**config.mk**
```make
export PLATFORM = sky130hd
export DESIGN_NAME = sram_bus_arbiter
export DESIGN_NICKNAME = d
export VERILOG_FILES = /design/src/rtl/cpu_bus_pkg.sv /design/src/rtl/sram_req_pick.sv /design/src/rtl/sram_bus_arbiter.sv
export SDC_FILE = /design/constraint.sdc
export NUM_CORES = 1
export LEC_CHECK = 0
export CORE_ASPECT_RATIO = 0.75
export CORE_MARGIN = 2
export CORE_UTILIZATION = 34
export CTS_CLUSTER_DIAMETER = 150
export DETAILED_ROUTE_END_ITERATION = 10
export PLACE_DENSITY = 0.79
export SETUP_SLACK_MARGIN = 0.4
export SLEW_MARGIN = 20
export SYNTH_ARGS = -nofsm -noshare
export SYNTH_HDL_FRONTEND = slang
export SYNTH_SLANG_ARGS = --single-unit
```
**constraint.sdc**
```tcl
create_clock -name i_clk -period 2.8 [get_ports i_clk]
set_input_delay 0.7 -clock i_clk [delete_from_list [all_inputs] [get_ports i_clk]]
set_output_delay 0.7 -clock i_clk [all_outputs]
set_load 0.02 [all_outputs]
```
**src/rtl/cpu_bus_pkg.sv**
```systemverilog
// Shared encodings for the CPU-side SRAM bus: arbiter FSM states, transaction
// owner and access size codes (the size codes are also used by the MEM stage).
package cpu_bus_pkg;

    typedef enum logic [1:0] {
        ST_IDLE = 2'd0,
        ST_ADDR = 2'd1,
        ST_WAIT = 2'd2
    } arb_state_e;

    typedef enum logic {
        OWN_INST = 1'b0,
        OWN_DATA = 1'b1
    } owner_e;

    localparam logic [1:0] SZ_BYTE = 2'd0;
    localparam logic [1:0] SZ_HALF = 2'd1;
    localparam logic [1:0] SZ_WORD = 2'd2;

endpackage

```
**src/rtl/sram_req_pick.sv**
```systemverilog
// Two-way request picker: fixed data-over-inst priority, or alternation on
// contention (the requester that did not win last time goes first).
module sram_req_pick
    import cpu_bus_pkg::*;
#(
    parameter int FAIR = 0
) (
    input  logic i_inst_req,
    input  logic i_data_req,
    input  logic i_last_grant,
    output logic o_grant_inst,
    output logic o_grant_data
);

    always_comb begin
        o_grant_inst = 1'b0;
        o_grant_data = 1'b0;
        if (i_inst_req && i_data_req) begin
            if ((FAIR != 0) && (i_last_grant == OWN_DATA)) begin
                o_grant_inst = 1'b1;
            end else begin
                o_grant_data = 1'b1;
            end
        end else begin
            o_grant_inst = i_inst_req;
            o_grant_data = i_data_req;
        end
    end

endmodule

```
**src/rtl/sram_bus_arbiter.sv**
```systemverilog
// Shares one SRAM-like port between instruction fetch and the MEM-stage data
// port: one transaction at a time, response routed back to its owner.
module sram_bus_arbiter
    import cpu_bus_pkg::*;
#(
    parameter int ADDR_W = 32,
    parameter int DATA_W = 32,
    parameter int FAIR   = 0
) (
    input  logic                  i_clk,
    input  logic                  i_reset,
    input  logic                  i_inst_req,
    input  logic [ADDR_W-1:0]     i_inst_addr,
    input  logic                  i_inst_cancel,
    output logic                  o_inst_addr_ok,
    output logic                  o_inst_data_ok,
    output logic [DATA_W-1:0]     o_inst_rdata,
    input  logic                  i_data_req,
    input  logic                  i_data_wr,
    input  logic [1:0]            i_data_size,
    input  logic [ADDR_W-1:0]     i_data_addr,
    input  logic [DATA_W/8-1:0]   i_data_wstrb,
    input  logic [DATA_W-1:0]     i_data_wdata,
    output logic                  o_data_addr_ok,
    output logic                  o_data_data_ok,
    output logic [DATA_W-1:0]     o_data_rdata,
    output logic                  o_mem_req,
    output logic                  o_mem_wr,
    output logic [1:0]            o_mem_size,
    output logic [ADDR_W-1:0]     o_mem_addr,
    output logic [DATA_W/8-1:0]   o_mem_wstrb,
    output logic [DATA_W-1:0]     o_mem_wdata,
    input  logic                  i_mem_addr_ok,
    input  logic                  i_mem_data_ok,
    input  logic [DATA_W-1:0]     i_mem_rdata
);

    localparam int STRB_W = DATA_W / 8;

    arb_state_e          r_state;
    arb_state_e          w_next_state;
    owner_e              r_owner;
    owner_e              r_last_grant;
    logic                r_cancel;
    logic                r_mem_req;
    logic                r_mem_wr;
    logic [1:0]          r_mem_size;
    logic [ADDR_W-1:0]   r_mem_addr;
    logic [STRB_W-1:0]   r_mem_wstrb;
    logic [DATA_W-1:0]   r_mem_wdata;

    logic w_inst_elig;
    logic w_grant_inst;
    logic w_grant_data;
    logic w_granted;
    logic w_resp;
    logic w_swallow;

    assign w_inst_elig = i_inst_req & ~i_inst_cancel;

    sram_req_pick #(
        .FAIR(FAIR)
    ) u_pick (
        .i_inst_req  (w_inst_elig),
        .i_data_req  (i_data_req),
        .i_last_grant(r_last_grant),
        .o_grant_inst(w_grant_inst),
        .o_grant_data(w_grant_data)
    );

    always_ff @(posedge i_clk or posedge i_reset) begin
        if (i_reset) begin
            r_state <= ST_IDLE;
        end else begin
            r_state <= w_next_state;
        end
    end

    // A zero-latency slave completes in ADDR, so the response can come from either ADDR or WAIT.
    always_comb begin
        w_next_state   = r_state;
        w_granted      = 1'b0;
        w_resp         = 1'b0;
        o_inst_addr_ok = 1'b0;
        o_data_addr_ok = 1'b0;
        case (r_state)
            ST_IDLE: begin
                w_granted      = w_grant_inst | w_grant_data;
                o_inst_addr_ok = w_grant_inst;
                o_data_addr_ok = w_grant_data;
                if (w_granted) begin
                    w_next_state = ST_ADDR;
                end
            end
            ST_ADDR: begin
                if (i_mem_addr_ok) begin
                    w_resp       = i_mem_data_ok;
                    w_next_state = i_mem_data_ok ? ST_IDLE : ST_WAIT;
                end
            end
            ST_WAIT: begin
                if (i_mem_data_ok) begin
                    w_resp       = 1'b1;
                    w_next_state = ST_IDLE;
                end
            end
            default: w_next_state = ST_IDLE;
        endcase
    end

    always_ff @(posedge i_clk or posedge i_reset) begin
        if (i_reset) begin
            r_owner      <= OWN_INST;
            r_last_grant <= OWN_INST;
            r_cancel     <= 1'b0;
            r_mem_req    <= 1'b0;
            r_mem_wr     <= 1'b0;
            r_mem_size   <= 2'd0;
            r_mem_addr   <= '0;
            r_mem_wstrb  <= '0;
            r_mem_wdata  <= '0;
        end else begin
            if (w_granted) begin
                r_mem_req    <= 1'b1;
                r_owner      <= w_grant_data ? OWN_DATA : OWN_INST;
                r_last_grant <= w_grant_data ? OWN_DATA : OWN_INST;
                if (w_grant_data) begin
                    r_mem_wr    <= i_data_wr;
                    r_mem_size  <= i_data_size;
                    r_mem_addr  <= i_data_addr;
                    r_mem_wstrb <= i_data_wstrb;
                    r_mem_wdata <= i_data_wdata;
                end else begin
                    r_mem_wr    <= 1'b0;
                    r_mem_size  <= SZ_WORD;
                    r_mem_addr  <= i_inst_addr;
                    r_mem_wstrb <= '0;
                    r_mem_wdata <= '0;
                end
            end else if ((r_state == ST_ADDR) && i_mem_addr_ok) begin
                r_mem_req <= 1'b0;
            end
            if (w_resp) begin
                r_cancel <= 1'b0;
            end else if (((r_state == ST_ADDR) || (r_state == ST_WAIT)) &&
                         (r_owner == OWN_INST) && i_inst_cancel) begin
                r_cancel <= 1'b1;
            end
        end
    end

    // A flush arriving in the same cycle as the response swallows it as well.
    assign w_swallow      = (r_owner == OWN_INST) & (r_cancel | i_inst_cancel);
    assign o_inst_data_ok = w_resp & (r_owner == OWN_INST) & ~w_swallow;
    assign o_data_data_ok = w_resp & (r_owner == OWN_DATA);
    assign o_inst_rdata   = o_inst_data_ok ? i_mem_rdata : '0;
    assign o_data_rdata   = o_data_data_ok ? i_mem_rdata : '0;

    assign o_mem_req   = r_mem_req;
    assign o_mem_wr    = r_mem_wr;
    assign o_mem_size  = r_mem_size;
    assign o_mem_addr  = r_mem_addr;
    assign o_mem_wstrb = r_mem_wstrb;
    assign o_mem_wdata = r_mem_wdata;

endmodule
```
==> flow_results.org, run 1 <==
** Floorplanning
- The initial utilization of the core area, before any placement, comes to between 30% and 40%.
- Die outline width :: 126 um
- Total Die Area :: 12000 um2
- The core region is 10900 um2.
- I/O pin count :: 282
- The floorplan has 33 rows.
- The die is 95.2 um tall.

** Logic synthesis
- By area the synthesized netlist is led by dfrtp_1 (50%), mux2_2 (19%), and2_1 (11%).
- Synth Area in Compound Gates :: 10.5%
- Synthesized area per cell :: 12.5 um2
- Area share of the leading cell type in the synthesized netlist :: 50.5%
- Among all flip-flop cells after synthesis, the most frequent one is dfrtp_1.
- Number of synthesized register bits :: 76
- Proportion of register bits with asynchronous set or reset after synthesis :: 100%
- Sequential area share after synthesis :: 50.5%
- Synthesized Nets :: 447
- The synthesized netlist devotes 0% of its cell area to XOR and XNOR gates.
- Simple-gate portion of the synthesized area :: between 10 and 15%
- Count of cell types in the netlist :: 30
- The mapped netlist covers 3770 um2.
- Largest family of logic cells by synthesized area :: multiplexers
- Cell type contributing the most total cell area after synthesis :: dfrtp_1
- After synthesis, the share of cell area in mux cells is 19.4%.
- Number of warnings printed during yosys synthesis :: 0
- Post-synth EDFFs :: 0
- Synthesized-area fraction occupied by adder cells :: 0.996%
- Gate Count Post-Synth :: between 300 and 400

** Outcome
- Run status :: complete, but fails checks
- Violations in the final reports :: negative setup slack

** Setup path
- Arrival time reported for the critical path endpoint :: 2.20 ns
- Required @ worst endpoint :: 2.10 ns
- Critical Setup Path Class :: flop to primary output
- The worst setup path is captured at a primary output.
- STA classifies the critical path startpoint as a flop.
- Along the worst path, the maximum fanout reaches 7.

** Routing
- In the final routed layout, each cell accounts on average for about 20 um.
- In this run, the number of DRC markers left after iteration 0 of detailed routing was 167.
- The pre-antenna-repair detailed-routing pass consisted of 4 iterations.
- Average vias per placed instance :: 4.93
- The routed layout has 3820 vias.
- Post-route ant nets :: 0
- WL final :: 15700 um
- Post-detailed-route DRC marker count :: 0

** Cells and area
- Count of placed standard cells in the final layout, fillers left out :: slightly below 800
- Summing all flip-flop and latch instances after layout gives 1900 um2.
- Cells with a size suffix above 1 make up approximately 45% of the layout.
- Final antenna diode count :: 0
- In the final design database the tool counted 775 nets.
- Compared with the post-synthesis result, the final layout area differs by 111%.
- Cells fill 73.1% of the core in the end.
- In the final layout, the multi-input gates occupy 1920 um2.
- Fill cells :: about 710

** STA
- Final WS setup :: -0.0987 ns
- Setup violations remaining at the end of the flow were counted as 24.
- Hold is met by 0.500 ns.
- Derived from the worst setup path, the maximum achievable clock frequency is between 300 and 400 MHz.
- In the finished design, the share of the clock period the worst path needs comes to 104%.
- RSZ-0062 raised after global routing :: yes
- Counting I/O delays and the setup requirement, the final critical path takes 2.90 ns.
- The final hold violation count came to 0.
- For the final database, setup skew stands at 0.00906 ns.
- Max-slew headroom at the worst pin :: 62.7%
- The number of slew-limit violations in the final report came to 0.
- Worst-margin pin slew :: 0.558 ns

** Clock tree
- The H-tree generated during clock tree synthesis spans 3 levels.
- CTS placed an instance of clkbuf_16 at the clock tree root.
- Clock Path Buffers :: 2
- The number of hold buffers added after CTS was 0.
- Clock-pin slew was measured on the worst setup and hold paths at 0.06 ns.
- Cts bufs inserted :: 9
- The clock net in this run drives a total of 76 sinks.
- TritonCTS built the clock tree.
- Clock latency on the worst-skew pair :: roughly 0.32 ns

** Global route
- Global Route Usage Sum :: 24.0%
- The via count of the first global-routing pass was 3930.
- Number of antenna violations at the first check in global routing :: 0
- For this run the aggregate overflow at the end of global routing stands at 0.
- Maximum number of pins on one net before global-route repair :: 45
- The first global-routing pass estimated between 20000 and 25000 um of wire.

** Pwr
- Power Dens Cells :: 878 nW/um2
- Lkg Pwr :: roughly 3.5 nW
- Power comes to 6.97 mW.
- Worst ir drop on vdd :: 0.559 mV

** Placement
- Summed over all nets, the half-perimeter wirelength after detailed placement is just over 10000 um.
- Gp weighted congestion :: 0.943
- Setup WS pre-CTS :: -0.501 ns
- During placement, the flow inserted port buffers numbering approximately 280.
- In this run, placement finished with an instance count of 717.

** Worst hold path
- Worst min-delay path class :: flop to flop

** Flow run
- Max-Cap Viols :: 0
## cell usage after synthesis, types with 2 or more instances
cell	count
clkbuf_1	3
nand2_1	5
and2_1	65
buf_2	9
nor2_1	3
a22o_1	38
nor2b_1	3
dfrtp_1	76
ha_1	3
mux2_2	63
buf_4	6
buf_6	4
mux2_1	2
inv_1	6
## power breakdown
group | internal [mW] | switching, mW
Sequential | 1.63 | 0.298
Clock | 0.694 | 0.450
Combinational | 2.10 | 1.80
Total | 4.42 | 2.55
## final timing paths
check | startpoint | to | slack [ns] | cells past startpoint
setup / recovery | r_state[1] | o_data_rdata[24] | -0.1 | 11
hold / removal | o_mem_req | o_mem_req | 0.50 | 2
setup reg to reg | r_state[0] | r_state[0] | 0.90 | 7
hold reg to reg | o_mem_req | o_mem_req | 0.50 | 2
max in group asynchronous | i_reset | o_mem_wdata[15] | 1.42 | 3
min in group asynchronous | i_reset | o_mem_addr[3] | 0.78 | 2
## sequential cells by signal, indices dropped and copies added, names as in the netlist
signal	flops
o_mem_req	1
o_mem_size	2
r_owner	1
o_mem_wstrb	4
o_mem_addr	32
r_cancel	1
o_mem_wr	1
r_state	2
o_mem_wdata	32
## placed cells by master (no fill, tap or decap), types with 2 or more instances in the layout
master,n
clkdlybuf4s50_1,208
buf_6,94
dfrtp_1,76
and2_4,64
mux2_2,63
a22o_1,38
buf_4,20
clkbuf_16,9
buf_16,6
nand2_1,4
buf_12,4
nor2_1,3
inv_1,3
nor2b_1,3
ha_4,3
inv_2,2
nor3_4,2
clkinvlp_4,2
mux2_1,2
clkinv_2,2
inv_6,2
dlygate4sd2_1,2
buf_8,2
## stage by stage
stage               setup TNS [ns]  area (um2)
finish                      -0.831        7940
global route                 -2.24        7940
CTS                              0        7900
detailed placement          -29.20        6770
global placement            -27.31        6770
floorplan                        0        3770
## layer usage
layer	track usage (%)	vias to the layer above	share of wire [%]
met5	0	-	0
met4	10.6	0	2.9
met3	5.27	29	6.0
met2	44.0	184	54
met1	27.3	1889	37
li1	-	1718	-
## what timing repair did
action,4_1_cts,5_1_grt
buffers inserted,32,3
cloned,7,0
gates resized for setup,519,5
setup endpoints to repair,68,67
pin swaps,16,8
## critical path, stage by stage (launching register included)
cell and delay (ns):
dfrtp_1 0.39, inv_2 0.11, ha_4 0.17, a21oi_4 0.06, buf_6 0.13, nor3_4 0.25, buf_4 0.16, buf_6 0.12
buf_16 0.13, buf_6 0.10, and2_4 0.14, buf_6 0.11
## kinds of logic after synthesis
kind of cell / after synthesis
buffers and inverters: 28
flip-flops: 76
adder cells (fa/ha/maj): 3
AO/OA/AOI/OAI: 46
multiplexers: 65
AND/OR/NAND/NOR: 84
## final cells by class
type	count	share of cell area [%]
clock inverter	7	0.930
inverter	6	0.331
tap	140	2.21
timing repair buffer	339	45.5
clock buffer	9	2.84
sequential	76	24.0
multi-input combinational	198	24.2
No activity file was read; power rests on OpenSTA's default activity.
==> run 2: changes to the inputs <==
Settings changed: SKIP_CTS_REPAIR_TIMING from default to 1.
==> run 2 against run 1 <==
Via count is 7.5% lower. Clock skew hardly changed. Non-clock buffer count is 38 lower. First-iteration DRC count is 22% lower. Critical endpoint is now o_data_rdata[9]. The flow now finishes without violations. Cell area is 12% lower. Sequential share of layout area is 3.4 points higher. Largest power group unchanged.
==> flow_results.org, run 2 (same netlist as run 1, synthesis figures left out) <==
** Cells and area
- Area of the multi-input gates :: about 1800 um2
- Final antenna diode count :: 0
- Final-stage net count :: 737
- Of the cells placed in the final design, the portion with a size suffix greater than 1 is 31.3%.
- Layout overhead on the synthesized area :: 84.7%
- Count of placed standard cells in the final layout, fillers left out :: 737
- Area used by sequential logic in the layout :: 1900 um2
- Leaving out fill and tap cells, the most frequent cell in the layout is clkdlybuf4s50_1.
- Commonest cells after routing, fill and taps aside :: clkdlybuf4s50_1 (208), dfrtp_1 (76), mux2_2 (63), and2_1 (56), clkbuf_2 (48)
- Counting the fill cells in the layout gives between 800 and 900.

** Setup path
- Of all nets on the critical path, the largest fanout is 8.
- The worst setup path is launched from a flop.
- The endpoint identified for the worst register-to-register timing path is r_state[0].
- Category of the worst setup path capture point :: primary output
- Critical Setup Path Class :: flop to primary output
- Register-to-register setup slack :: 1.18 ns
- STA puts the critical path data required time at 2.10 ns.
- Source of the worst register-to-register timing path :: r_state[1]
- Arrival time reported for the critical path endpoint :: 1.95 ns
- For the worst flop-to-flop path, the logic depth is 5.

** STA
- Hold violation total from the final report :: 0
- After layout, the worst path uses 94.5% of the clock period.
- Final worst path period need :: approximately 2.6 ns
- Setup violations remaining at the end of the flow were counted as 0.
- Max-slew headroom at the worst pin :: 62.8%
- For the pin with the worst max-slew slack, the measured transition is about 0.56 ns.
- The clock arrives with around 0.009 ns of skew.
- Fmax :: ~380 MHz
- Setup repair after global routing could not meet its margin everywhere.
- Final total negative setup slack :: 0 ns
- The number of slew-limit violations in the final report is 0.

** Clock tree
- The later pin in the worst-skew pair is clocked with a latency of 0.32 ns.
- TritonCTS built the clock tree.
- Clock tree synthesis inserted a total of 9 buffers.
- The root buffer cell chosen for the clock tree is clkbuf_16.
- Clock-pin slew was measured on the worst setup and hold paths at ~0.050 ns.
- CTS built an H-tree with a depth of 3.
- The clock net in this run drives a total of between 70 and 80 sinks.
- The longest clock path from root to sink contains 2 buffers.

** Placement
- Counting tap cells, the placed design contains a total of approximately 720 instances.
- Buffers placed on the I/O ports in this run total 281.
- At the end of routability-driven placement, the weighted congestion stood at 0.943.
- The wire-length estimate of the detail-placed layout is around 10000 um.

** Pwr
- The share of total power dissipated in combinational logic is 52.9%.
- Internal power comes to 4.12 mW.
- Final total power :: 6.51 mW
- Of the total power, the clock network draws 17.6%.
- VDD sags by at most between 0.5 and 0.6 mV.
- Lkg Pwr :: 3.16 nW
- Dividing total power by cell area gives a power density of 934 nW/um2.
- Net switching is 36.6% of the power.
- Sequential cell fraction of total power :: between 20 and 30%
- The analysis attributes to net switching a power of 2.38 mW.

** Floorplanning
- Die outline height :: approximately 95 um
- Floorplan core area :: 10900 um2
- In this run the count of I/O pins placed on the die edge is 282.
- The floorplan step defined a die boundary enclosing 12000 um2.
- The die is 126 um wide.
- The floorplan has 33 rows.
- The initial utilization of the core area, before any placement, comes to 34.7%.

** Routing
- Summing over every cut layer, the via total after detailed routing is 3535.
- The routed design has around 13000 um of wire.
- Post-DR wirelength/cell :: 17.7 um
- Post-route ant nets :: 0
- In the routed design, unresolved DRC markers number 0.
- Using the TritonRoute via totals, the vias-per-cell ratio works out to 4.80.
- The detailed router finished its first iteration with 131 violations.
- Detailed-routing iteration count for the pre-antenna-repair pass :: 4

** Worst hold path
- The worst hold path terminates at o_mem_req.
- Hold-critical path depth :: 2
- The startpoint identified for the worst hold timing path is o_mem_req.
- Worst min-delay path class :: flop to flop

** Outcome
- The run finished with clean final reports.

** Flow run
- Max-Cap Viols :: 0

** Global route
- The via count of the first global-routing pass is 3520.
- Number of antenna violations at the first check in global routing :: 0
- The total overflow left after global routing is 0.
- Global Route Usage Sum :: 20.4%
- Wire length of the first global-routing pass :: ~19000 um
- Maximum number of pins on one net before global-route repair :: 45
## run 2: final cells by class
| type | instances | area share (%) |
|---|---|---|
| clock buffer | 9 | 3.24 |
| clock inverter | 7 | 1.06 |
| inverter | 6 | 0.377 |
| multi-input combinational | 198 | 25.3 |
| sequential | 76 | 27.3 |
| tap | 140 | 2.52 |
| timing repair buffer | 301 | 40.2 |
## run 2: through the flow
step	utilization, %	setup slack, ns	hold slack [ns]	area (um2)
after floorplan	-	0.441	0.464	3770
after global placement	62.3	-0.447	0.467	6770
after detailed placement	62.3	-0.501	0.480	6770
after CTS	65.1	-0.505	0.499	7070
after global routing	64.1	0.0729	0.521	6960
final	64.1	0.154	0.490	6960
## run 2: worst max-delay path by stage
stage	depth (start not counted)	startpoint	endpoint
after floorplan	4	i_inst_cancel	o_inst_rdata[22]
after global placement	6	i_inst_cancel	o_inst_rdata[14]
after detailed placement	6	i_inst_cancel	o_inst_rdata[17]
after CTS	6	i_inst_cancel	o_inst_rdata[18]
after global routing	7	r_state[1]	o_inst_rdata[14]
final	7	r_state[0]	o_data_rdata[9]
## run 2: power by group through the flow
stage	Sequential (mW)	Combinational, mW	Clock [mW]
finish	1.92	3.44	1.14
global route	1.99	3.64	1.22
CTS	1.93	3.39	1.17
detailed placement	1.92	3.38	0
global placement	1.91	3.32	0
floorplan	2.51	1.14	0
## run 2: routing by layer
metal / track usage, % / up-vias / wire length [um]
li1: - / 1632 / -
met2: 36.8 / 169 / 6910
met4: 7.04 / 0 / 234
met3: 4.60 / 16 / 904
met1: 24.3 / 1718 / 4980
met5: 0 / - / 0
## run 2: worst max-delay path, cell delays in order (launching register included)
cell and delay (ns):
dfrtp_1 0.38, inv_2 0.07, ha_4 0.28, nand2_4 0.07
nor3_4 0.33, clkbuf_16 0.22, and2_1 0.12, clkbuf_2 0.17
==> RTL change: new RTL, flow settings as in run 1 <==
Re-encode `arb_state_e` (3 states) as one-hot, 3 bits wide.
--- a/src/rtl/cpu_bus_pkg.sv
+++ b/src/rtl/cpu_bus_pkg.sv
@@ -4,6 +4,6 @@
 
-    typedef enum logic [1:0] {
-        ST_IDLE = 2'd0,
-        ST_ADDR = 2'd1,
-        ST_WAIT = 2'd2
+    typedef enum logic [2:0] {
+        ST_IDLE = 3'b001,
+        ST_ADDR = 3'b010,
+        ST_WAIT = 3'b100
     } arb_state_e;
Formal check against the unedited RTL: same outputs for any inputs over 10 cycles, from zero or initial values and one cycle with i_reset high; not proved beyond that.
==> RTL change against run 1 <==
- critical path depth fell by 3
- sequential cell count grew 1
- synthesized cell count stayed put
- setup slack improved by 0.26 ns
- hold slack gained 0.0023 ns
- power fell by 3.2%
- area after synthesis grew 2.1%
- sequential share of layout area down 0.17 points
- routed wire length is 3.9% lower
- via count increased by 0.29%
- clock skew is 0.00083 ns higher
- final area is 2.2% higher
- highest routed layer is now met5
==> RTL change: results (changes against run 1) <==
Outcome
  • Status: complete, no violations

GRT
  • First-pass GRT wire length: 21,520 um (-3.0%)
  • GR Layer Usage met3: 0.06615 (+0.01340)
  • Total GRT Usage: 0.2260 (-0.01435)
  • Grt met1 use: 0.2746 (+0.001166)
  • Vias in the first global route: 3,989 (+1.5%)
  • Global Route met2 Usage: 0.3996 (-0.04045)
  • Initial antenna violation count: 1 (+1)
  • Pin count of the biggest net entering global routing: 48 (+6.7%)

Final layout
  • Layout cells sized above 1: 0.4388 (-0.006878)
  • Nets: 766 (-1.2%)

Synth
  • Library cells used by synthesis: 32 (+6.7%)
  • Compound-Gate Fraction of Synth Area: 0.1106 (+0.005323)
  • Synth area leaders: dfrtp_1 (49%), mux2_2 (13%), a22o_1 (8.7%), mux2_4 (7.0%), and3_1 (5.2%)
  • Synth cell count leaders: dfrtp_1 (76), mux2_2 (46), a22o_1 (38)
  • Register area share after synthesis: 0.5011 (-0.003510)
  • XOR/XNOR Fraction of Synth Area: 0.002276 (+0.002276)
  • Post-synthesis adder-cell area fraction: 0 (-0.009960)

Power and ir drop
  • Clock power share: 0.175 (+0.011)
  • Psw: 2.423 mW (-4.8%)
  • Peak VDD IR: 0.5042 mV (-9.9%)

Timing
  • Rel. slew slack: 0.5211 (-0.1059)
  • Worst Skew: 0.009884 ns (+0.0008273 ns)

Placement
  • RePlAce Congestion: 0.7904 (-16%)
  • DP HPWL: 9636 um (-4.2%)
  • DP Worst Slack: -0.5152 ns (-0.01443 ns)

Worst setup path
  • WP data arrival: 1.94 ns (-0.26 ns)
  • Slowest CP cell: or3_4
  • Crit-path max cell delay: 0.33 ns (-0.06 ns)

Drt
  • Drt initial violations: 113 (-32%)
  • WL/cell: 19.59 um (-3.1%)
  • Vias: 3,831 (+0.29%)
[RTL change: cell count changes after synthesis, sizes merged, moves of 3 or more]
cell	run 1	this run
and3	0	32
and2	65	26
clkbuf	3	13
ha	3	0
and4b	0	8
buf	19	14
[RTL change: final cells by class]
type                       instances  area (sq um)  share of cell area
timing repair buffer             338          3657              0.4512
multi-input combinational        194          2021              0.2493
sequential                        77          1929              0.2380
clock buffer                       9         225.2             0.02778
tap                              140         175.2             0.02161
clock inverter                     7         80.08            0.009878
inverter                           4         18.77            0.002315
[RTL change: routing by layer]
metal,vias up,share of wire
li1,1746,-
met1,1871,0.40
met2,184,0.51
met3,28,0.070
met4,2,0.023
met5,-,0.0011
[RTL change: timing repair]
action                     4_1_cts  5_1_grt
pin swaps                       11       18
setup endpoints to repair       68       68
buffers inserted                20       10
hold buffers                     0        0
gates cloned                     9        1
gates resized for setup        454       48
[RTL change: final timing paths]
kind	startpoint	end	slack, ns	cells after the start
worst max-delay path	i_inst_cancel	o_inst_rdata[30]	0.16	8
worst max register to register	r_state[2]	o_mem_addr[28]	1.00	7
worst min-delay path	o_mem_wdata[5]	o_mem_wdata[5]	0.50	1
worst min register to register	o_mem_wdata[5]	o_mem_wdata[5]	0.50	1
min in group asynchronous	i_reset	o_mem_addr[31]	0.84	2
max in group asynchronous	i_reset	r_state[0]	1.32	3
[RTL change: per-stage QoR]
step | std cells | area, sq um | total power, mW
2_1_floorplan | 302 | 3862 | 3.717
3_3_place_gp | 713 | 6887 | 5.219
3_5_place_dp | 713 | 6887 | 5.278
4_1_cts | 758 | 7834 | 6.691
5_1_grt | 769 | 8107 | 7.072
6_report | 769 | 8107 | 6.749
